==> config.mk <==
export PLATFORM = sky130hd
export DESIGN_NAME = fifo_serial_tx
export DESIGN_NICKNAME = d
export VERILOG_FILES = /design/src/rtl/fifo_serial_tx.sv
export SDC_FILE = /design/constraint.sdc
export NUM_CORES = 1
export LEC_CHECK = 0
export ABC_AREA = 1
export CORE_UTILIZATION = 54
export DETAILED_ROUTE_END_ITERATION = 8
export PLACE_DENSITY = 0.8
export SLEW_MARGIN = 10
export SYNTH_ARGS = -nofsm -noshare
export SYNTH_HDL_FRONTEND = slang
export SYNTH_SLANG_ARGS = --single-unit
export TNS_END_PERCENT = 5
==> constraint.sdc <==
create_clock -name clk -period 1.9 [get_ports clk]
set_input_delay 0.19 -clock clk [delete_from_list [all_inputs] [get_ports clk]]
set_output_delay 0.19 -clock clk [all_outputs]
set_load 0.02 [all_outputs]
==> src/rtl/fifo_serial_tx.sv <==
// fifo_serial_tx: drains a 16-bit FIFO one word at a time onto a UART-style line (start, 16 data MSB first, [parity], stop).
// Latency: tx falls two edges after IDLE samples tx_en=1 & fifo_empty=0; frame = 18 (19 with parity) x CLKS_PER_BIT cycles.
// Backpressure: a new word is popped only from IDLE with tx_en=1 and FIFO non-empty; one pop in flight, frame always completes.
// Optional even parity bit between data and stop: define FIFO_SERIAL_TX_PARITY_EN.
module fifo_serial_tx #(
  parameter int unsigned CLKS_PER_BIT = 4
) (
  input  logic        clk,
  input  logic        rst,
  input  logic [15:0] fifo_data,
  input  logic        fifo_empty,
  output logic        fifo_rd_en,
  input  logic        tx_en,
  output logic        tx,
  output logic        busy,
  output logic [15:0] word_cnt
);

  // Last value of the bit-period counter before a bit boundary.
  localparam logic [7:0] LAST_CNT  = 8'(CLKS_PER_BIT - 1);
  // Index of the final data bit (bits go out MSB first).
  localparam logic [4:0] LAST_BIT  = 5'd15;

`ifdef FIFO_SERIAL_TX_PARITY_EN
  typedef enum logic [2:0] {
    S_IDLE, S_POP, S_LOAD, S_START, S_DATA, S_PARITY, S_STOP
  } state_t;
`else
  typedef enum logic [2:0] {
    S_IDLE, S_POP, S_LOAD, S_START, S_DATA, S_STOP
  } state_t;
`endif

  state_t      state_q, state_d;
  logic [7:0]  cnt_q, cnt_d;
  logic [4:0]  idx_q, idx_d;
  logic [15:0] shift_q, shift_d;
  logic [15:0] word_cnt_q, word_cnt_d;
  logic        tx_q, tx_d;
  logic        fifo_rd_en_q, fifo_rd_en_d;
  logic        busy_q, busy_d;
`ifdef FIFO_SERIAL_TX_PARITY_EN
  logic        parity_q, parity_d;
`endif

  logic        bit_end;

  // A bit period closes on the edge where the counter sits at its last value.
  assign bit_end = (cnt_q == LAST_CNT);

  // State register and all datapath/output flops; reset forces the line high at once.
  always_ff @(posedge clk or posedge rst) begin
    if (rst) begin
      state_q      <= S_IDLE;
      cnt_q        <= 8'd0;
      idx_q        <= 5'd0;
      shift_q      <= 16'd0;
      word_cnt_q   <= 16'd0;
      tx_q         <= 1'b1;
      fifo_rd_en_q <= 1'b0;
      busy_q       <= 1'b0;
`ifdef FIFO_SERIAL_TX_PARITY_EN
      parity_q     <= 1'b0;
`endif
    end else begin
      state_q      <= state_d;
      cnt_q        <= cnt_d;
      idx_q        <= idx_d;
      shift_q      <= shift_d;
      word_cnt_q   <= word_cnt_d;
      tx_q         <= tx_d;
      fifo_rd_en_q <= fifo_rd_en_d;
      busy_q       <= busy_d;
`ifdef FIFO_SERIAL_TX_PARITY_EN
      parity_q     <= parity_d;
`endif
    end
  end

  // Next-state logic: walk the frame one bit period at a time.
  always_comb begin
    state_d = state_q;
    case (state_q)
      S_IDLE:  if (tx_en && !fifo_empty) state_d = S_POP;
      S_POP:   state_d = S_LOAD;
      S_LOAD:  state_d = S_START;
      S_START: if (bit_end) state_d = S_DATA;
      S_DATA: begin
        if (bit_end && (idx_q == LAST_BIT)) begin
`ifdef FIFO_SERIAL_TX_PARITY_EN
          state_d = S_PARITY;
`else
          state_d = S_STOP;
`endif
        end
      end
`ifdef FIFO_SERIAL_TX_PARITY_EN
      S_PARITY: if (bit_end) state_d = S_STOP;
`endif
      S_STOP:  if (bit_end) state_d = S_IDLE;
      default: state_d = S_IDLE;
    endcase
  end

  // Datapath: bit-period counter, bit index, shift register and frame counter.
  always_comb begin
    cnt_d      = cnt_q;
    idx_d      = idx_q;
    shift_d    = shift_q;
    word_cnt_d = word_cnt_q;
`ifdef FIFO_SERIAL_TX_PARITY_EN
    parity_d   = parity_q;
`endif
    case (state_q)
      S_LOAD: begin
        // FIFO read data is valid now, one cycle after the pop strobe.
        shift_d  = fifo_data;
        cnt_d    = 8'd0;
        idx_d    = 5'd0;
`ifdef FIFO_SERIAL_TX_PARITY_EN
        parity_d = ^fifo_data;
`endif
      end
      S_DATA: begin
        if (bit_end) begin
          cnt_d   = 8'd0;
          idx_d   = idx_q + 5'd1;
          shift_d = {shift_q[14:0], 1'b0};
        end else begin
          cnt_d   = cnt_q + 8'd1;
        end
      end
      S_STOP: begin
        if (bit_end) begin
          cnt_d      = 8'd0;
          // Only a frame that reaches the end of its stop bit is counted.
          word_cnt_d = word_cnt_q + 16'd1;
        end else begin
          cnt_d      = cnt_q + 8'd1;
        end
      end
      S_START: cnt_d = bit_end ? 8'd0 : cnt_q + 8'd1;
`ifdef FIFO_SERIAL_TX_PARITY_EN
      S_PARITY: cnt_d = bit_end ? 8'd0 : cnt_q + 8'd1;
`endif
      default: ;
    endcase
  end

  // Output decode from the next state so every output leaves a flop in step with the state.
  always_comb begin
    tx_d         = 1'b1;
    fifo_rd_en_d = 1'b0;
    busy_d       = 1'b1;
    case (state_d)
      S_IDLE:   busy_d       = 1'b0;
      S_POP:    fifo_rd_en_d = 1'b1;
      S_START:  tx_d         = 1'b0;
      S_DATA:   tx_d         = shift_d[15];
`ifdef FIFO_SERIAL_TX_PARITY_EN
      S_PARITY: tx_d         = parity_q;
`endif
      default:  ;
    endcase
  end

  assign fifo_rd_en = fifo_rd_en_q;
  assign tx         = tx_q;
  assign busy       = busy_q;
  assign word_cnt   = word_cnt_q;

endmodule
; Word-level counts from Yosys, hierarchy flattened
; Cells that the tools add are included.
[classes]
n_addsub = 3
eq_ne = 11
n_mux = 14
reduce_logical = 10
[op_table]
columns = cell, count
row1 = 16-bit case mux with 2 select lines, 1
row2 = 3-bit case mux with 6 select lines, 1
row3 = "16-bit by 1-bit adder with 16-bit output, second input constant", 1
row4 = 16-bit two-way mux, 1
row5 = 8-bit case mux with 2 select lines, 1
row6 = 3-bit two-way mux, 4
row7 = 5-bit case mux with 2 select lines, 1
row8 = "3-bit by 2-bit equality test with 1-bit output, second input constant", 3
row9 = "3-bit equality test, second input constant", 3
row10 = "8-bit by 1-bit adder with 8-bit output, second input constant", 1
row11 = "8-bit by 2-bit equality test with 1-bit output, second input constant", 1
row12 = 8-bit two-way mux, 1
row13 = "3-bit by 1-bit equality test with 1-bit output, second input constant", 2
row14 = 3-bit zero test, 2
row15 = "5-bit by 1-bit adder with 5-bit output, second input constant", 1
row16 = "5-bit by 4-bit equality test with 1-bit output, second input constant", 1
row17 = 5-bit two-way mux, 1
row18 = 2-bit AND reduction, 2
row19 = 2-bit nonzero test, 2
row20 = 3-bit OR reduction, 1
row21 = 1-bit logical AND, 2
row22 = 1-bit two-way mux, 2
row23 = "2-bit != test, second input constant", 1
row24 = 1-bit case mux with 2 select lines, 1
row25 = 1-bit zero test, 1
[word_totals]
ff_bits = 51
in_bits = 20
output_inout_bits = 19
wordCells = 47

; Logic depth before layout (Yosys ltp)
; Gate-level depths: netlist of the first run.
[logic_depth]
ltp_word = 6
depth_mapped = 10
mapped_depth_nobuf = 10

; Worst setup path after synthesis of the first run
; Ideal clock, no wire load.
[synth_timing]
path_kind = flip-flop to flip-flop
startpoint = register idx_q[0]
endpoint = register busy_q (netlist: busy)
setup_time_ps = 124
arrival_ps = 1419
t_required_ps = 1776
path_slack_ps = 357
path_stages_with_launch = 10
path_buffers = 0
period_less_slack_ps = 1543
path_cell_list = dfrtp_1 > ha_1 > nand2_1 > nor2_1 > ha_1 > inv_1 > nor2_1 > a21oi_1 > nand3_1 > or2_1
[synth_via]
elab_chain_len = 6
[synth_rtl]
columns = item, line_no
row1 = "start, declared", 36  ; logic [4:0] idx_q, idx_d;
row2 = "start signal, assigned", 68  ; idx_q <= idx_d;
row3 = 5-bit by 4-bit equality test with 1-bit output, 89  ; if (bit_end && (idx_q == LAST_BIT)) begin
row4 = 1-bit logical AND, 89
row5 = 3-bit two-way mux, 89
row6 = 3-bit case mux with 6 select lines, 83  ; case (state_q)
row7 = 3-bit zero test, 155  ; case (state_d)
row8 = 1-bit two-way mux, 155
row9 = named net busy_d, 41  ; logic busy_q, busy_d;
row10 = "end signal, assigned", 73  ; busy_q <= busy_d;
row11 = "end, declared", 41
; The timed path passes the listed nets, and every way through them passes these cells.
; A chain may end at the register's enable or synchronous reset.

; Final worst setup path of the first run
; Ends and elaborated chain as after synthesis.

==> summary.md, run 1 <==
| Metric | Value |
|---|---|
| Outcome | `finished clean` |
| Ports | `39` |
| Gates resized, CTS repair | `0` |
| Area grow syn2layout | `21.86%` |
| Initial antenna violation count | `0` |
| Reg2Reg Depth | `9` |
| Top cells by area, synth | `dfrtp_1 (48%), nand2_1 (10%), nand3_1 (4.4%), xor2_1 (4.4%), inv_1 (4.0%)` |
| GR Util All Layers | `between 20% and 30%` |
| Clock root buffer | `clkbuf_8` |
| Top cell type's share of synthesized area | `between 40% and 50%` |
| First-pass GRT wire length | `around 8900 um` |
| Vias in the first global route | `just under 2,000` |
| Final hold violations | `0` |
| Post-Synthesis Cell Area | `~0.0026 mm^2` |
| #FFs+latches synth | `51` |
| RSZ-0062 raised after global routing | `false` |
| Post-synth EDFFs | `0` |
| Arrival time worst endpoint | `about 1.9 ns` |
| CTS tree | `built` |
| Core Box Area | `0.004504 mm^2` |
| Via count | `between 2,000 and 2,500` |
| Wire per inst | `13.32 um` |
| Share of cells above drive strength 1 | `between 10% and 20%` |
| Maximum clock frequency | `roughly 580 MHz` |
| Via density per instance | `5.372` |
| Drt total wl | `5301 um` |
| Sequential fraction of the synthesis area | `roughly half` |
| Setup violators final | `0` |
| Worst Setup SP | `idx_q[0]` |
| Iter 0 DRT Violations | `around 130` |
| CP Capture Type | `flop` |
| Post-CTS setup buffer count | `0` |
| Synth area leader | `dfrtp_1` |
| Max-cap violations | `0` |
| Final net count | `~370` |
| Static Leak | `1.498 nW` |
| Die footprint | `a little over 0.005 mm^2` |
| Die H | `around 72 um` |
| Max Transition Viols Final | `0` |
| Die extent in x | `between 70 and 80 um` |
| Worst R2R Setup Slack | `0.18 ns` |
| Overall Power | `between 1.5 and 2 mW` |
| Combinational Power Share | `between 4 and 5%` |
| Worst-path clk slew | `roughly 0.09 ns` |
| Crit path launch type | `flop` |
| Clk_lat worst skew | `roughly 0.31 ns` |
| Clock share of power | `a little over a third` |
| CTS buffer count | `5` |
| Required @ worst endpoint | `2.10 ns` |
| Relative slew slack | `just under 70%` |
| Post-synth ARST share | `100.0%` |
| DRT antenna net count | `0` |
| PortBufs | `38` |
| CP Max Fanout | `4` |
| Final min period | `1.717 ns` |
| Final Skew | `approximately 0.0078 ns` |
| Hold Buf Count CTS | `0` |
| Switching Fraction | `a little over a fifth` |
| Synth cell types | `36` |
| Critical path class | `flop to flop` |
| Aggregate global routing overflow | `0` |
| Largest net degree at the start of global routing | `23` |
| # rows | `24` |
| Main synth FF type | `dfrtp_1` |
| N_diodes | `0` |
| Gp weighted congestion | `0.8680` |
| Hold WC Path Type | `input pin to async pin` |
| Commonest non-fill, non-tap cell in the layout | `nand2_1` |
| PwrDens | `576.6 mW/mm^2` |
| Synth Area per Inst | `slightly below 9 um^2` |
| Peak supply drop | `a little under 0.5 mV` |
| Min Hold Slack | `around 0.21 ns` |
| Fin crit share | `about nine tenths` |
| Internal power | `roughly 1.4 mW` |
| R2r startpoint | `idx_q[0]` |
| Commonest non-fill, non-tap cells in the layout | `nand2_1 (73), dfrtp_1 (50), clkdlybuf4s50_1 (38), nor2_1 (28), inv_1 (27)` |
| Setup TNS | `0 ns` |
| Ys Warns | `0` |
| NetSw | `between 0.4 and 0.5 mW` |
| Initial Util | `roughly three fifths` |
| Mapped Cells | `~300` |
| Slew at the pin with the worst max-slew slack | `0.4837 ns` |
| Reg power frac | `59.7%` |
| Final HPWL DP | `3718 um` |
| Fillers | `360` |
| Clock Sinks | `between 50 and 60` |
| Drt pass-1 iters | `4` |
| # DRC | `0` |
| Mapped Nets | `321` |
| CTS H-tree depth | `2` |
| R2R Path End | `busy` |
| Clock Path Buffers | `2` |
## state kept, by name (all words and copies together), names as in the netlist
signal	cells
word_cnt	16
shift_q	16
cnt_q	8
fifo_rd_en	1
tx	1
idx_q	5
state_q	3
busy	1
## how the worst max path moves through the flow
stage | endpoint | depth (start not counted)
final | busy | 9
after global placement | idx_q[2] | 9
after global routing | busy | 9
after CTS | idx_q[2] | 9
after floorplan | busy | 9
after detailed placement | idx_q[2] | 9
## logic make-up after synthesis
logic type,Yosys count,synth area share (%)
and+or+nand+nor,145,26.16
DFF,51,48.83
buffers and inverters,40,6.743
AOI/OAI and AO/OA,38,9.996
xor gates and xnor gates,19,6.361
adders and majority gates,4,1.913
## routing by layer
layer	up-vias	GRT usage (%)	share of wire (%)
li1	1062	-	-
met1	985	30.30	45
met4	0	9.150	2.3
met2	78	35.85	47
met5	-	0	0
met3	13	4.360	5.3
## synth_stat cells (2+ instances only)
cell,number
a22oi_1,12
nand2_2,2
nor2_2,3
ha_1,4
o21ai_1,2
o21ai_0,6
nor2_4,3
nor2_1,28
nand4_1,3
buf_2,2
o22ai_1,6
inv_2,6
inv_1,28
nor2_8,2
a21oi_1,3
a22o_1,2
nand2_4,2
nor3_1,2
nand2_1,73
a32oi_1,2
nand3_2,2
dfrtp_1,50
buf_6,2
xnor2_1,6
nand3_1,23
xor2_1,13
## worst max-delay path: stages, from the launching register on
cell	delay, ns
dfrtp_1	0.44
ha_1	0.25
nand2_1	0.10
nor2_1	0.05
ha_1	0.17
inv_1	0.05
nor2_1	0.04
a21oi_1	0.19
nand3_1	0.11
or2_1	0.22
## through the flow
stage / util [%] / setup WS (ns) / instance area (um^2) / std cells
CTS: 70.64 / 0.09923 / 3182 / 397
finish: 70.78 / 0.1829 / 3188 / 398
global placement: 68.53 / 0.1983 / 3087 / 389
global route: 70.78 / 0.07968 / 3188 / 398
detailed placement: 68.53 / 0.1285 / 3087 / 389
floorplan: - / 0.3566 / 2616 / 297
## power groups by stage
stage | combinational [mW] | sequential [mW] | clock [mW]
2_1_floorplan | 0.0248 | 1.12 | 0
3_5_place_dp | 0.0839 | 1.12 | 0
5_1_grt | 0.0915 | 1.10 | 0.717
6_report | 0.0815 | 1.10 | 0.660
3_3_place_gp | 0.0827 | 1.12 | 0
4_1_cts | 0.0840 | 1.10 | 0.676
## final cells by class
class	count	area, um^2	area share [%]
clock buffer	7	86.33	2.708
inverter	35	136.4	4.278
timing repair buffer	45	445.4	13.97
clock inverter	1	8.758	0.2747
tap	52	65.06	2.041
multi-input combinational	207	1169	36.66
sequential	51	1277	40.07
Power figures use the tool's default switching activity.
==> run 2: changes to the inputs <==
- PLACE_DENSITY: 0.8 -> not set
- PLACE_DENSITY_LB_ADDON: not set -> 0.12
==> run 2 against run 1 <==
  * Via count is 2.0% lower
  * Utilization up 0.083 points
  * Hold slack worse by 0.041 ns
  * Sequential cell count is the same
  * Sequential share of layout area about the same
  * Worst setup slack lost 0.0077 ns
  * First-iteration DRC count decreased by 17%
  * Clock power rose by 21%
  * Critical endpoint is now word_cnt[15]
  * Highest routed layer unchanged
==> summary.md, run 2 (synthesized netlist as in run 1, its figures left out) <==
| Metric | Value |
|---|---|
| Outcome | `finished clean` |
| Largest net degree at the start of global routing | `35 (+52%)` |
| Clock Path Buffers | `2 (unchanged)` |
| PortBufs | `38 (unchanged)` |
| Die footprint | `0.005127 mm^2 (unchanged)` |
| Peak supply drop | `0.3371 mV (-30%)` |
| Worst-path clk slew | `0.10 ns (about the same)` |
| Max Transition Viols Final | `0 (unchanged)` |
| Arrival time worst endpoint | `1.94 ns (+0.03 ns)` |
| RSZ-0062 raised after global routing | `false` |
| R2r startpoint | `cnt_q[0]` |
| Gates resized, CTS repair | `0 (unchanged)` |
| Hold Buf Count CTS | `0 (unchanged)` |
| DR WL met3 | `218 um (-23%)` |
| Setup violators final | `0 (unchanged)` |
| Crit path cell chain | `ha_1 -> nand2_1 -> nor2_2 -> nand2_4 -> nor2_8 -> nand2_4 -> nor2_4 -> nand2_1 -> nand2_1 -> nand2_1` |
| CP peak stage delay | `0.40 ns (-0.04 ns)` |
| Gp weighted congestion | `0.8834 (+1.8%)` |
| Drt pass-1 iters | `4 (unchanged)` |
| Relative slew slack | `72.90% (+5.2 points)` |
| Reg2Reg Depth | `10 (+1)` |
| Area grow syn2layout | `22.00%` |
| Maximum clock frequency | `579.8 MHz (-0.45%)` |
| CTS H-tree depth | `2 (unchanged)` |
| Iter 0 DRT Violations | `109 (-17%)` |
| Most used cell, CP | `nand2_1` |
| Drt total wl | `5097 um (-3.8%)` |
| Initial antenna violation count | `0 (unchanged)` |
| R2R Path End | `word_cnt[15]` |
| Met1 WL | `2374 um (-1.2%)` |
| Share of cells above drive strength 1 | `11.37% (-0.48 points)` |
| Commonest non-fill, non-tap cell in the layout | `nand2_1` |
| Ports | `39 (unchanged)` |
| Final HPWL DP | `3741 um (+0.61%)` |
| Top layer in use | `met4` |
| Initial Util | `58.08% (unchanged)` |
| Final min period | `1.725 ns (+0.007685 ns)` |
| Final net count | `366 (-0.81%)` |
| Clock root buffer | `clkbuf_8` |
| Wire per inst | `12.90 um (-3.1%)` |
| N_diodes | `0 (unchanged)` |
| PwrDens | `618.7 mW/mm^2 (+7.3%)` |
| CP Max Fanout | `15 (+11)` |
| # DRC | `0 (unchanged)` |
| Setup TNS | `0 ns (unchanged)` |
| Core Box Area | `0.004504 mm^2 (unchanged)` |
| Die H | `71.61 um (unchanged)` |
| CP Capture Type | `flop` |
| Required @ worst endpoint | `2.11 ns (about the same)` |
| CTS tree | `built` |
| # rows | `24 (unchanged)` |
| Worst R2R Setup Slack | `0.18 ns (about the same)` |
| Critical path class | `flop to flop` |
| Clk_lat worst skew | `0.31 ns (about the same)` |
| Finished Cell Area | `0.003192 mm^2 (+0.12%)` |
| DRT antenna net count | `0 (unchanged)` |
| WP buf/inv | `0 (-1)` |
| Metal2 WL | `2438 um (-2.2%)` |
| CTS buffer count | `5 (unchanged)` |
| Overall Power | `1.975 mW (+7.4%)` |
| Via count | `2,095 (-2.0%)` |
| Final core occ | `70.86% (+0.083 points)` |
| Cell depth of the worst setup path | `10 (+1)` |
| Vias in the first global route | `2,017 (+1.9%)` |
| Final hold violations | `0 (unchanged)` |
| Final Skew | `0.01101 ns (+0.003174 ns)` |
| Kind of cell adding the most delay to the critical path | `simple AND/OR/NAND/NOR gates` |
| Hold WC Path Type | `input pin to async pin` |
| Die extent in x | `71.61 um (unchanged)` |
| Max-cap violations | `0 (unchanged)` |
| Via density per instance | `5.304 (-1.3%)` |
| Fillers | `357 (-0.83%)` |
| Crit path launch type | `flop` |
| Static Leak | `1.498 nW (about the same)` |
| Placed Area | `0.003064 mm^2 (-0.73%)` |
| GR Util All Layers | `21.71% (-0.75 points)` |
| Crit-path slowest cell | `dfrtp_1` |
| Post-CTS setup buffer count | `0 (unchanged)` |
| First-pass GRT wire length | `8845 um (-0.47%)` |
| Fin crit share | `90.78% (+0.40 points)` |
| Commonest non-fill, non-tap cells in the layout | `nand2_1 (73), dfrtp_1 (50), clkdlybuf4s50_1 (38), nor2_1 (28), inv_1 (27)` |
| Slew at the pin with the worst max-slew slack | `0.4060 ns (-0.07766 ns)` |
| Aggregate global routing overflow | `0 (unchanged)` |
| Clock Sinks | `51 (unchanged)` |
## run 2: routing by layer
layer  GRT usage [%]  up-vias
li1                -     1062
met4           5.447        0
met3           4.219        7
met5               0        -
met2           35.32       49
met1           30.19      977
## run 2: through the flow
step                      instances  setup slack (ns)  hold WS (ns)
after CTS                       394           0.08595        0.1795
after global routing            395           0.02136        0.2191
after floorplan                 297            0.3566        0.3015
after detailed placement        386           0.08120        0.4674
final                           395            0.1752        0.1720
after global placement          386            0.1356        0.4637
## run 2: worst max path at each step
stage | start | end
floorplan | idx_q[0] | busy
global placement | cnt_q[0] | idx_q[2]
detailed placement | cnt_q[0] | idx_q[2]
CTS | cnt_q[0] | idx_q[2]
global route | cnt_q[0] | word_cnt[15]
finish | cnt_q[0] | word_cnt[15]
## run 2: where the power goes
group / switching [mW] / internal (mW)
Sequential: 0.00429 / 1.09
Clock: 0.365 / 0.433
Combinational: 0.0341 / 0.0451
Total: 0.404 / 1.57
## run 2: cell type report
cell class	count	area (um^2)	area share, %
Tap cell	52	65.06	2.038
Clock inverter	2	38.79	1.215
Timing Repair Buffer	42	422.9	13.25
Inverter	35	136.4	4.273
Sequential cell	51	1277	40.02
Multi-Input combinational cell	207	1169	36.61
Clock buffer	6	82.58	2.587
## run 2: worst reg2reg max path: stages (launching register included)
cell	delay, ns
dfrtp_1	0.40
ha_1	0.27
nand2_1	0.09
nor2_2	0.14
nand2_4	0.14
nor2_8	0.24
nand2_4	0.11
nor2_4	0.11
nand2_1	0.06
nand2_1	0.05
nand2_1	0.04
==> run 3: changes to the inputs <==
- SLEW_MARGIN: 10 -> 20
==> results of run 3 <==
No change in the layout: final DEF, timing and power equal those of run 2.
